==> config.mk <==
export PLATFORM = sky130hd
export DESIGN_NAME = adc_sample_averager
export DESIGN_NICKNAME = d
export VERILOG_FILES = /design/src/rtl/adc_sample_averager.sv
export SDC_FILE = /design/constraint.sdc
export NUM_CORES = 1
export LEC_CHECK = 0
export ABC_CLOCK_PERIOD_IN_PS = 8100
export CORE_MARGIN = 4
export CORE_UTILIZATION = 55
export CTS_BUF_LIST = sky130_fd_sc_hd__clkbuf_16
export CTS_CLUSTER_SIZE = 30
export DETAILED_ROUTE_END_ITERATION = 12
export PLACE_DENSITY_LB_ADDON = 0.3
export SLEW_MARGIN = 20
export SYNTH_ARGS = -nofsm -noshare
export SYNTH_HDL_FRONTEND = slang
export SYNTH_SLANG_ARGS = --single-unit
==> constraint.sdc <==
create_clock -name clk -period 8.1 [get_ports clk]
set_clock_uncertainty 0.15 [all_clocks]
set_input_delay 2.025 -clock clk [delete_from_list [all_inputs] [get_ports clk]]
set_output_delay 2.025 -clock clk [all_outputs]
set_load 0.02 [all_outputs]
==> src/rtl/adc_sample_averager.sv <==
// Boxcar averager for ADC samples.
// Sums 2^LOG2_N accepted samples and presents the rounded mean through a single-entry valid/ready register.
module adc_sample_averager #(
    parameter int DATA_W = 10,
    parameter int LOG2_N = 2
) (
    input  logic                                    clk,
    input  logic                                    rst,
    input  logic                                    en,
    input  logic                                    sample_valid,
    input  logic [DATA_W-1:0]                       sample_in,
    input  logic                                    avg_ready,
    input  logic                                    clr_ovr,
    output logic [DATA_W-1:0]                       avg_out,
    output logic                                    avg_valid,
    output logic                                    overrun,
    output logic [((LOG2_N < 1) ? 1 : LOG2_N)-1:0]  sample_cnt
);

    localparam int CNT_W     = (LOG2_N < 1) ? 1 : LOG2_N;
    localparam int ACC_W     = DATA_W + LOG2_N;
    localparam int HALF_SH   = (LOG2_N > 0) ? LOG2_N - 1 : 0;
    localparam int ROUND_ADD = (LOG2_N > 0) ? (1 << HALF_SH) : 0;
    localparam logic [CNT_W-1:0] CNT_LAST = CNT_W'((1 << LOG2_N) - 1);

    // Max sum is N*(2^DATA_W-1); adding N/2 still fits in ACC_W bits.
    function automatic logic [DATA_W-1:0] round_mean(input logic [ACC_W-1:0] sum);
        logic [ACC_W-1:0] biased;
        biased = sum + ACC_W'(ROUND_ADD);
        return DATA_W'(biased >> LOG2_N);
    endfunction

    logic [ACC_W-1:0]  acc_q, acc_d;
    logic [CNT_W-1:0]  cnt_q, cnt_d;
    logic [DATA_W-1:0] avg_out_q, avg_out_d;
    logic              avg_valid_q, avg_valid_d;
    logic              overrun_q, overrun_d;

    logic             accept;
    logic             complete;
    logic             xfer;
    logic [ACC_W-1:0] sum;

    always_comb begin
        accept      = en & sample_valid;
        complete    = accept & (cnt_q == CNT_LAST);
        xfer        = avg_valid_q & avg_ready;
        sum         = acc_q + ACC_W'(sample_in);

        acc_d       = acc_q;
        cnt_d       = cnt_q;
        avg_out_d   = avg_out_q;
        avg_valid_d = avg_valid_q;
        overrun_d   = overrun_q;

        if (!en) begin
            acc_d = '0;
            cnt_d = '0;
        end else if (accept) begin
            if (complete) begin
                acc_d = '0;
                cnt_d = '0;
            end else begin
                acc_d = sum;
                cnt_d = cnt_q + 1'b1;
            end
        end

        if (xfer) begin
            avg_valid_d = 1'b0;
        end
        if (clr_ovr) begin
            overrun_d = 1'b0;
        end

        // A same-edge drain frees the register, so the new mean may load.
        if (complete) begin
            if (!avg_valid_q || xfer) begin
                avg_out_d   = round_mean(sum);
                avg_valid_d = 1'b1;
            end else begin
                overrun_d = 1'b1;
            end
        end
    end

    always_ff @(posedge clk or posedge rst) begin
        if (rst) begin
            acc_q       <= '0;
            cnt_q       <= '0;
            avg_out_q   <= '0;
            avg_valid_q <= 1'b0;
            overrun_q   <= 1'b0;
        end else begin
            acc_q       <= acc_d;
            cnt_q       <= cnt_d;
            avg_out_q   <= avg_out_d;
            avg_valid_q <= avg_valid_d;
            overrun_q   <= overrun_d;
        end
    end

    assign avg_out    = avg_out_q;
    assign avg_valid  = avg_valid_q;
    assign overrun    = overrun_q;
    assign sample_cnt = cnt_q;

endmodule

## After elaboration in Yosys (flattened, before gate mapping)

Index checks and enable logic that the tools add are counted.

| word-level totals | value |
|---|---|
| input port bits | 16 |
| output and inout port bits | 14 |
| bits in registers | 26 |
| word-level logic and storage cells | 28 |

| operators by class | value |
|---|---|
| muxes and demuxes | 12 |
| bitwise logic cells | 3 |
| eq/ne operators | 2 |
| reduce and logical (&&, ||, !) cells | 3 |
| add/sub/neg operators | 3 |

Operator list:

| cell | count |
|---|---|
| 12-bit 2-to-1 mux | 3 |
| 12-bit by 10-bit adder with 12-bit output | 1 |
| 12-bit by 2-bit adder with 12-bit output, second input constant | 1 |
| 1-bit 2-to-1 mux | 6 |
| 2-bit 2-to-1 mux | 3 |
| 1-bit bitwise AND | 3 |
| 2-bit by 1-bit adder with 2-bit output, second input constant | 1 |
| 2-bit equality test, second input constant | 1 |
| 2-bit by 1-bit != test with 1-bit output, second input constant | 1 |
| 2-bit AND reduction | 1 |
| 1-bit logical NOT | 1 |
| 1-bit logical OR | 1 |

## Longest topological paths before layout

Gate-level depths: netlist (run 1).

| logic depth | value |
|---|---|
| word-level depth | 5 |
| mapped depth | 11 |
| mapped depth without buffers | 11 |

## Worst setup path before layout (run 1)

Ideal clock, no wire load.

| path | value |
|---|---|
| kind | input-to-reg |
| start point | input port sample_in[0] |
| end point | register avg_out_q[9], in the netlist avg_out[9] |
| data arrival time | 4.254 ns |
| buffers on the path | 0 |
| stages on the path | 10 |
| required time | 7.826 ns |
| slack | 3.571 ns |
| cell sequence | ha_1 > inv_1 > fa_1 > and2b_4 > o2111ai_4 > and4_4 > or4_4 > nor4b_4 > a311o_1 > nand3_1 |

| between the ends | value |
|---|---|
| word-level cells in the longest chain between the ends | 2 |

RTL lines:

| element | RTL line | text |
|---|---|---|
| start: declaration | 11 | `input logic [DATA_W-1:0] sample_in,` |
| 12-bit by 10-bit adder with 12-bit output | 48 | `sum = acc_q + ACC_W'(sample_in);` |
| 12-bit by 2-bit adder with 12-bit output | 29 | `biased = sum + ACC_W'(ROUND_ADD);` |
| end signal: assignment | 97 | `avg_out_q <= avg_out_d;` |
| end: declaration | 35 | `logic [DATA_W-1:0] avg_out_q, avg_out_d;` |

Every way passes these cells.
A chain may end at the register's enable or synchronous reset.

## Final worst setup path (run 1)

Same ends and word-level chain as after synthesis.

==> qor.txt, run 1 <==
r2r startpoint: acc_q[0]
Final Power: 0.4922 mW
simple-gate share of the synthesized area: 0.2124
crit start category: primary input
total wire length: 4388 microns
first-pass GRT wire length: 7638 microns
FF+latch count, synth: 26
Final Cycle Share: 0.6087
status: finished clean
Mapped Area: 1856 sq um
Seq/Total Area, Yosys: 0.3506
dpl hpwl: 3323 microns
FFs w/ async S/R, synth: 1.000
Num CTS Buffers: 3
CTS Hold Bufs: 0
Synth Area in Compound Gates: 0.2036
row cnt: 20
RSZ-0062 raised after global routing: false
Multi-input gate area: 1125 sq um
Layout Nets: 258
Clk pin slew, worst setup/hold paths: 0.07 ns
CTS-repair resized insts: 0
static leakage: 1.044 nW
Synthesis Warnings: 0
Final Hold Viols: 0
Crit-path slowest cell: or4_4
Register Area: 650.6 sq um
Post-synth EDFFs: 0
GRT overflow: 0
largest family of logic cells by synthesized area: simple AND/OR/NAND/NOR gates
Max stage delay on crit path: 0.50 ns
layout cells sized above 1: 0.06579
leading post-synthesis cells by cell area: dfrtp_1 35%, ha_1 8.1%, nand2_1 3.6%, and2_1 3.4%, xnor2_1 3.3%
PD cells: 215.3 nW/um^2
Mapped Cells: 200
vias in the first global route: 1,652
Final setup viols: 0
post-layout min period: 4.930 ns
met3 Usage GRT: 0.03061
max-cap viol count: 0
die width: 66.09 microns
Synth cell types: 50
met2 usage: 0.4040
critical setup path kind: primary input to flip-flop
CP delay by family, top: simple AND/OR/NAND/NOR gates
Vias/cell: 6.022
syn nets: 229
final core occ: 0.7308
CTS H-tree depth: 1
WL/cell: 16.13 microns
Worst-Margin Slew: 0.6388 ns
number of cells on the critical path: 11
vias: 1,638
setup TNS: 0 ns
CP Buf/Inv Count: 2
Area Overhead vs Synth: 23.20%
gpl congestion: 0.9097
mux contribution to synthesized area: 0.02832
Setup Buffers After CTS: 0
Hold WC Path Type: flip-flop to flip-flop
most common library cells after synthesis: 26 x dfrtp_1, 18 x nand2_1, 15 x inv_1, 12 x ha_1, 11 x nor2_1
R2R setup slack: 5.03 ns
Detailed Routing Iterations Pass 1: 5
# diodes: 0
Clock Path Buffers: 2
Most Crowded Layer GR: met2
average size of a mapped cell: 9.278 sq um
TritonCTS Sinks: 26
filler cell count in the final layout: 247
starting density of the core: 0.5932
Crit path required time: 8.09 ns
die height: 66.09 microns
Critical R2R Capture: avg_out[9]
Slew headroom: 0.5742
First DRT Iteration DRCs: 118
CP Cell Sequence: clkdlybuf4s50_1, ha_1, inv_1, fa_1, and2b_4, o2111ai_4, and4_4, or4_4, nor4b_4, a311o_1, nand3_1
CP startpoint: sample_in[0]
clock root buffer: clkbuf_16
Clock Latency Late Sink: 0.26 ns
Port Buffers: 29
gr usage total: 0.2241
drc violations: 0
top cell type's share of synthesized area: 0.3506
pin count of the biggest net entering global routing: 27
Max rail drop VDD: 0.08862 mV
adder-cell share of the synthesized area: 0.09171
Max Slew Vio Count: 0
Die ar.: 4367 sq um
TritonCTS clock tree: yes
CP endpoint kind: flip-flop
top-count cell post-synth: dfrtp_1
Detail Route Antenna Nets: 0
initial antenna violation count: 0
Worst Path Arrival: 4.92 ns
reg2reg path depth: 10
Critical Path Sink: avg_out[9]
Post-synth top flop: dfrtp_1
Core ar.: 3128 sq um
CP Max Fanout: 6
grt met1 use: 0.2657
Top Ports: 30
Synth area leader: dfrtp_1
FMAX: 0.2028 GHz
Synth Area in XOR/XNOR: 0.07013
-- power breakdown --
group          switching [mW]  total [mW]  leakage [nW]  internal (mW)
Combinational           0.105       0.189         0.642         0.0837
Sequential             0.0101       0.157         0.351          0.147
Clock                  0.0479       0.146        0.0511         0.0984
-- cells in the final DEF, fill, tap and decap left out, types with 2 or more instances in the layout --
cell,instances
nor2_1,11
clkdlybuf4s50_1,29
nor2b_1,6
mux2i_1,3
mux2_2,2
a31oi_1,3
nand2b_1,5
o21ai_0,7
or3_1,3
xnor2_1,7
o22ai_1,6
a22o_1,4
nand2_1,18
ha_1,12
a21o_1,5
a21oi_1,6
o211a_1,2
nand4_1,2
clkbuf_16,3
and2_1,10
xor2_1,6
inv_1,14
o21a_1,2
dfrtp_1,26
o21ai_1,3
or2_1,2
nor3_1,4
nand3_1,3
-- flip-flops by register name, summed over array words and instances, names as in the netlist --
register    count
avg_valid       1
acc_q          12
sample_cnt      2
overrun         1
avg_out        10
-- stage by stage --
stage	instances	worst slack (ns)	hold WS [ns]	instance area [sq um]
after floorplan	200	3.571	0.3564	1856
after global placement	268	3.016	0.3135	2181
after detailed placement	268	2.920	0.3253	2181
after CTS	272	3.196	0.3413	2286
after global routing	272	3.110	0.3679	2286
final	272	3.170	0.3324	2286
-- logic make-up after synthesis --
group,after synthesis
muxes,5
adders and majority gates,13
AOI/OAI and AO/OA,51
and+or+nand+nor,70
buffers and inverters,21
xor gates and xnor gates,14
DFF,26
-- final cells by class --
cell class,count,area share
sequential,26,0.2846
clock buffer,3,0.03284
clock inverter,1,0.01314
inverter,16,0.02627
multi-input combinational,153,0.4921
tap,44,0.02408
timing repair buffer,29,0.1270
-- routing by layer --
| layer | wire length [microns] | up-vias |
|---|---|---|
| li1 | - | 772 |
| met1 | 1764 | 783 |
| met2 | 2307 | 64 |
| met3 | 208 | 19 |
| met4 | 107 | 0 |
| met5 | 0 | - |
-- tightest hold or removal path, cell delays in order (launching register included) --
cell and delay (ns):
dfrtp_1 0.34, nand2_1 0.05, o21ai_1 0.06
-- worst min-delay path by stage --
stage	startpoint	end	slack [ns]	cells after the start
floorplan	acc_q[3]	acc_q[3]	0.36	2
global placement	avg_out[9]	avg_out[9]	0.31	2
finish	avg_out[6]	avg_out[6]	0.33	2
CTS	avg_out[6]	avg_out[6]	0.34	2
global route	avg_out[8]	avg_out[8]	0.37	2
detailed placement	avg_out[6]	avg_out[6]	0.33	2
Note: power is estimated with default switching activity, not from simulation.
==> inputs of run 2 (changes only) <==
--- a/config.mk
+++ b/config.mk
@@ -5,9 +5,9 @@
 export SDC_FILE = /design/constraint.sdc
 export NUM_CORES = 1
 export LEC_CHECK = 0
-export ABC_CLOCK_PERIOD_IN_PS = 8100
+export ABC_CLOCK_PERIOD_IN_PS = 4900
 export CORE_MARGIN = 4
-export CORE_UTILIZATION = 55
+export CORE_UTILIZATION = 53
 export CTS_BUF_LIST = sky130_fd_sc_hd__clkbuf_16
 export CTS_CLUSTER_SIZE = 30
 export DETAILED_ROUTE_END_ITERATION = 12
==> constraint.sdc (replaced) <==
create_clock -name clk -period 4.9 [get_ports clk]
set_clock_uncertainty 0.15 [all_clocks]
set_input_delay 1.225 -clock clk [delete_from_list [all_inputs] [get_ports clk]]
set_output_delay 1.225 -clock clk [all_outputs]
set_load 0.02 [all_outputs]
==> qor.txt, run 2 (synthesis gave the netlist of run 1 again) <==
gpl congestion: 0.7942 (-13%)
Biggest register: acc_q
Detail Route Antenna Nets: 0 (unchanged)
post-layout min period: 4.063 ns
# diodes: 0 (unchanged)
static leakage: 1.028 nW (-1.6%)
row cnt: 21 (+5.0%)
vias in the first global route: 1,475 (-11%)
status: finished clean
P_sw: 0.2516 mW (+54%)
clock root buffer: clkbuf_16
CP Max Fanout: 6 (unchanged)
pin count of the biggest net entering global routing: 27 (unchanged)
CTS Hold Bufs: 0 (unchanged)
switching part of the total: 0.3397 (+0.007900)
Worst-Margin Slew: 0.9216 ns (+0.2828 ns)
filler cell count in the final layout: 310 (+26%)
Final setup viols: 0 (unchanged)
max reg flops: 12 (unchanged)
crit start category: primary input
initial antenna violation count: 0 (unchanged)
reg2reg path depth: 10 (unchanged)
gr usage total: 0.1792 (-0.04489)
PD cells: 328.0 nW/um^2 (+52%)
CP Cell Sequence: clkdlybuf4s50_1, ha_1, inv_1, fa_1, and2b_4, o2111ai_4, and4_4, or4_4, nor4b_4, a311o_1, nand3_1
TritonCTS clock tree: yes
R2R setup slack: 1.92 ns (-3.11 ns)
Crit-path slowest cell: or4_4
Critical R2R Capture: avg_out[9]
Hold WC Path Type: flip-flop to flip-flop
Die ar.: 4512 sq um (+3.3%)
FMAX: 0.2462 GHz
power share of the combinational group: 0.408 (+0.024)
DP Cell Count: 270 (+0.75%)
Core ar.: 3363 sq um (+7.5%)
hold endpoint: avg_out[8]
clock power share: 0.241 (-0.056)
TritonCTS Sinks: 26 (unchanged)
CP delay by family, top: simple AND/OR/NAND/NOR gates
layout cells sized above 1: 0.05727 (-0.008521)
Num CTS Buffers: 3 (unchanged)
vias: 1,522 (-7.1%)
die height: 67.17 microns (+1.6%)
Top Ports: 30 (unchanged)
Final Worst Setup Slack: 0.8375 ns (-2.332 ns)
Layout Cells excl Fill: 273 (+0.37%)
Setup Buffers After CTS: 0 (unchanged)
First DRT Iteration DRCs: 51 (-57%)
CP Buf/Inv Count: 2 (unchanged)
max-cap viol count: 0 (unchanged)
Power Internal: 0.4891 mW (+49%)
starting density of the core: 0.5517 (-0.04149)
dpl ws: 0.5584 ns (-2.362 ns)
CP endpoint kind: flip-flop
Clk pin slew, worst setup/hold paths: 0.06 ns (about the same)
commonest non-fill, non-tap cells in the layout: 29 x clkdlybuf4s50_1, 26 x dfrtp_1, 18 x nand2_1
die width: 67.17 microns (+1.6%)
CTS H-tree depth: 1 (unchanged)
Final Hold Viols: 0 (unchanged)
first-pass GRT wire length: 6203 microns (-19%)
RSZ-0062 raised after global routing: false
CTS-repair resized insts: 0 (unchanged)
Max rail drop VDD: 0.1840 mV (+110%)
commonest non-fill, non-tap cell in the layout: clkdlybuf4s50_1
hold_ws: 0.3286 ns (-0.003752 ns)
Clock Path Buffers: 2 (unchanged)
Final Cycle Share: 0.8291
final core occ: 0.6715 (-0.05930)
r2r startpoint: acc_q[0]
Vias/cell: 5.575 (-7.4%)
total wire length: 3823 microns (-13%)
Layout Nets: 258 (unchanged)
WL/cell: 14.00 microns (-13%)
dpl hpwl: 2938 microns (-12%)
Reg power frac: 0.352 (+0.033)
Max stage delay on crit path: 0.49 ns (about the same)
Clock Latency Late Sink: 0.26 ns (about the same)
Worst Path Arrival: 4.05 ns (-0.87 ns)
Detailed Routing Iterations Pass 1: 4 (-1)
Area Overhead vs Synth: 21.71%
Slew headroom: 0.3818 (-0.1923)
Hold Path Origin: avg_out[8]
hold path depth: 2 (unchanged)
Crit path required time: 4.89 ns (-3.20 ns)
drc violations: 0 (unchanged)
GRT overflow: 0 (unchanged)
Max Slew Vio Count: 0 (unchanged)
setup TNS: 0 ns (unchanged)
critical setup path kind: primary input to flip-flop
Port Buffers: 29 (unchanged)
[run 2: cell count changes in the layout (fill, tap and decap cells not counted)]
| cell | previous run | this run |
|---|---|---|
| bufinv_16 | 1 | 0 |
| inv_2 | 1 | 0 |
| clkinv_1 | 1 | 2 |
[run 2: cell type report]
| type | count | area (sq um) | area share |
|---|---|---|---|
| tap | 46 | 57.56 | 0.02548 |
| sequential | 26 | 650.6 | 0.2881 |
| timing repair buffer | 29 | 290.3 | 0.1285 |
| multi-input combinational | 153 | 1125 | 0.4981 |
| clock buffer | 3 | 75.07 | 0.03324 |
| inverter | 16 | 60.06 | 0.02659 |
[run 2: through the flow]
stage,area [sq um],total power [mW]
2_1_floorplan,1856,0.4758
3_3_place_gp,2183,0.5608
3_5_place_dp,2183,0.5664
4_1_cts,2258,0.7475
5_1_grt,2258,0.7865
6_report,2258,0.7407
[run 2: per-layer routing]
metal  wire, microns  share of wire  GRT usage  vias up
met5               0              0          0        -
met4              52          0.014    0.05316        0
met3             123          0.032    0.03494        6
met2            2015           0.53     0.3337       29
met1            1631           0.43     0.2052      722
li1                -              -          -      765
[run 2: worst min-delay path, delay by kind of cell, from the launching register on]
family | cells | cell delay (ns)
AO/OA/AOI/OAI | 1 | 0.05
flip-flops | 1 | 0.34
AND/OR/NAND/NOR | 1 | 0.05
[run 2: how the worst max path moves through the flow]
stage,from,endpoint,cells past startpoint
floorplan,sample_in[0],avg_out[9],10
global placement,sample_in[0],avg_out[9],11
detailed placement,sample_in[0],avg_out[9],11
CTS,sample_in[0],avg_out[9],11
global route,sample_in[0],avg_out[9],11
finish,sample_in[0],avg_out[9],11
[run 2: power groups by stage]
stage | logic [mW] | registers [mW] | clock network [mW]
global placement | 0.297 | 0.264 | 0
detailed placement | 0.302 | 0.265 | 0
CTS | 0.305 | 0.261 | 0.182
floorplan | 0.193 | 0.283 | 0
finish | 0.302 | 0.260 | 0.178
global route | 0.335 | 0.264 | 0.188
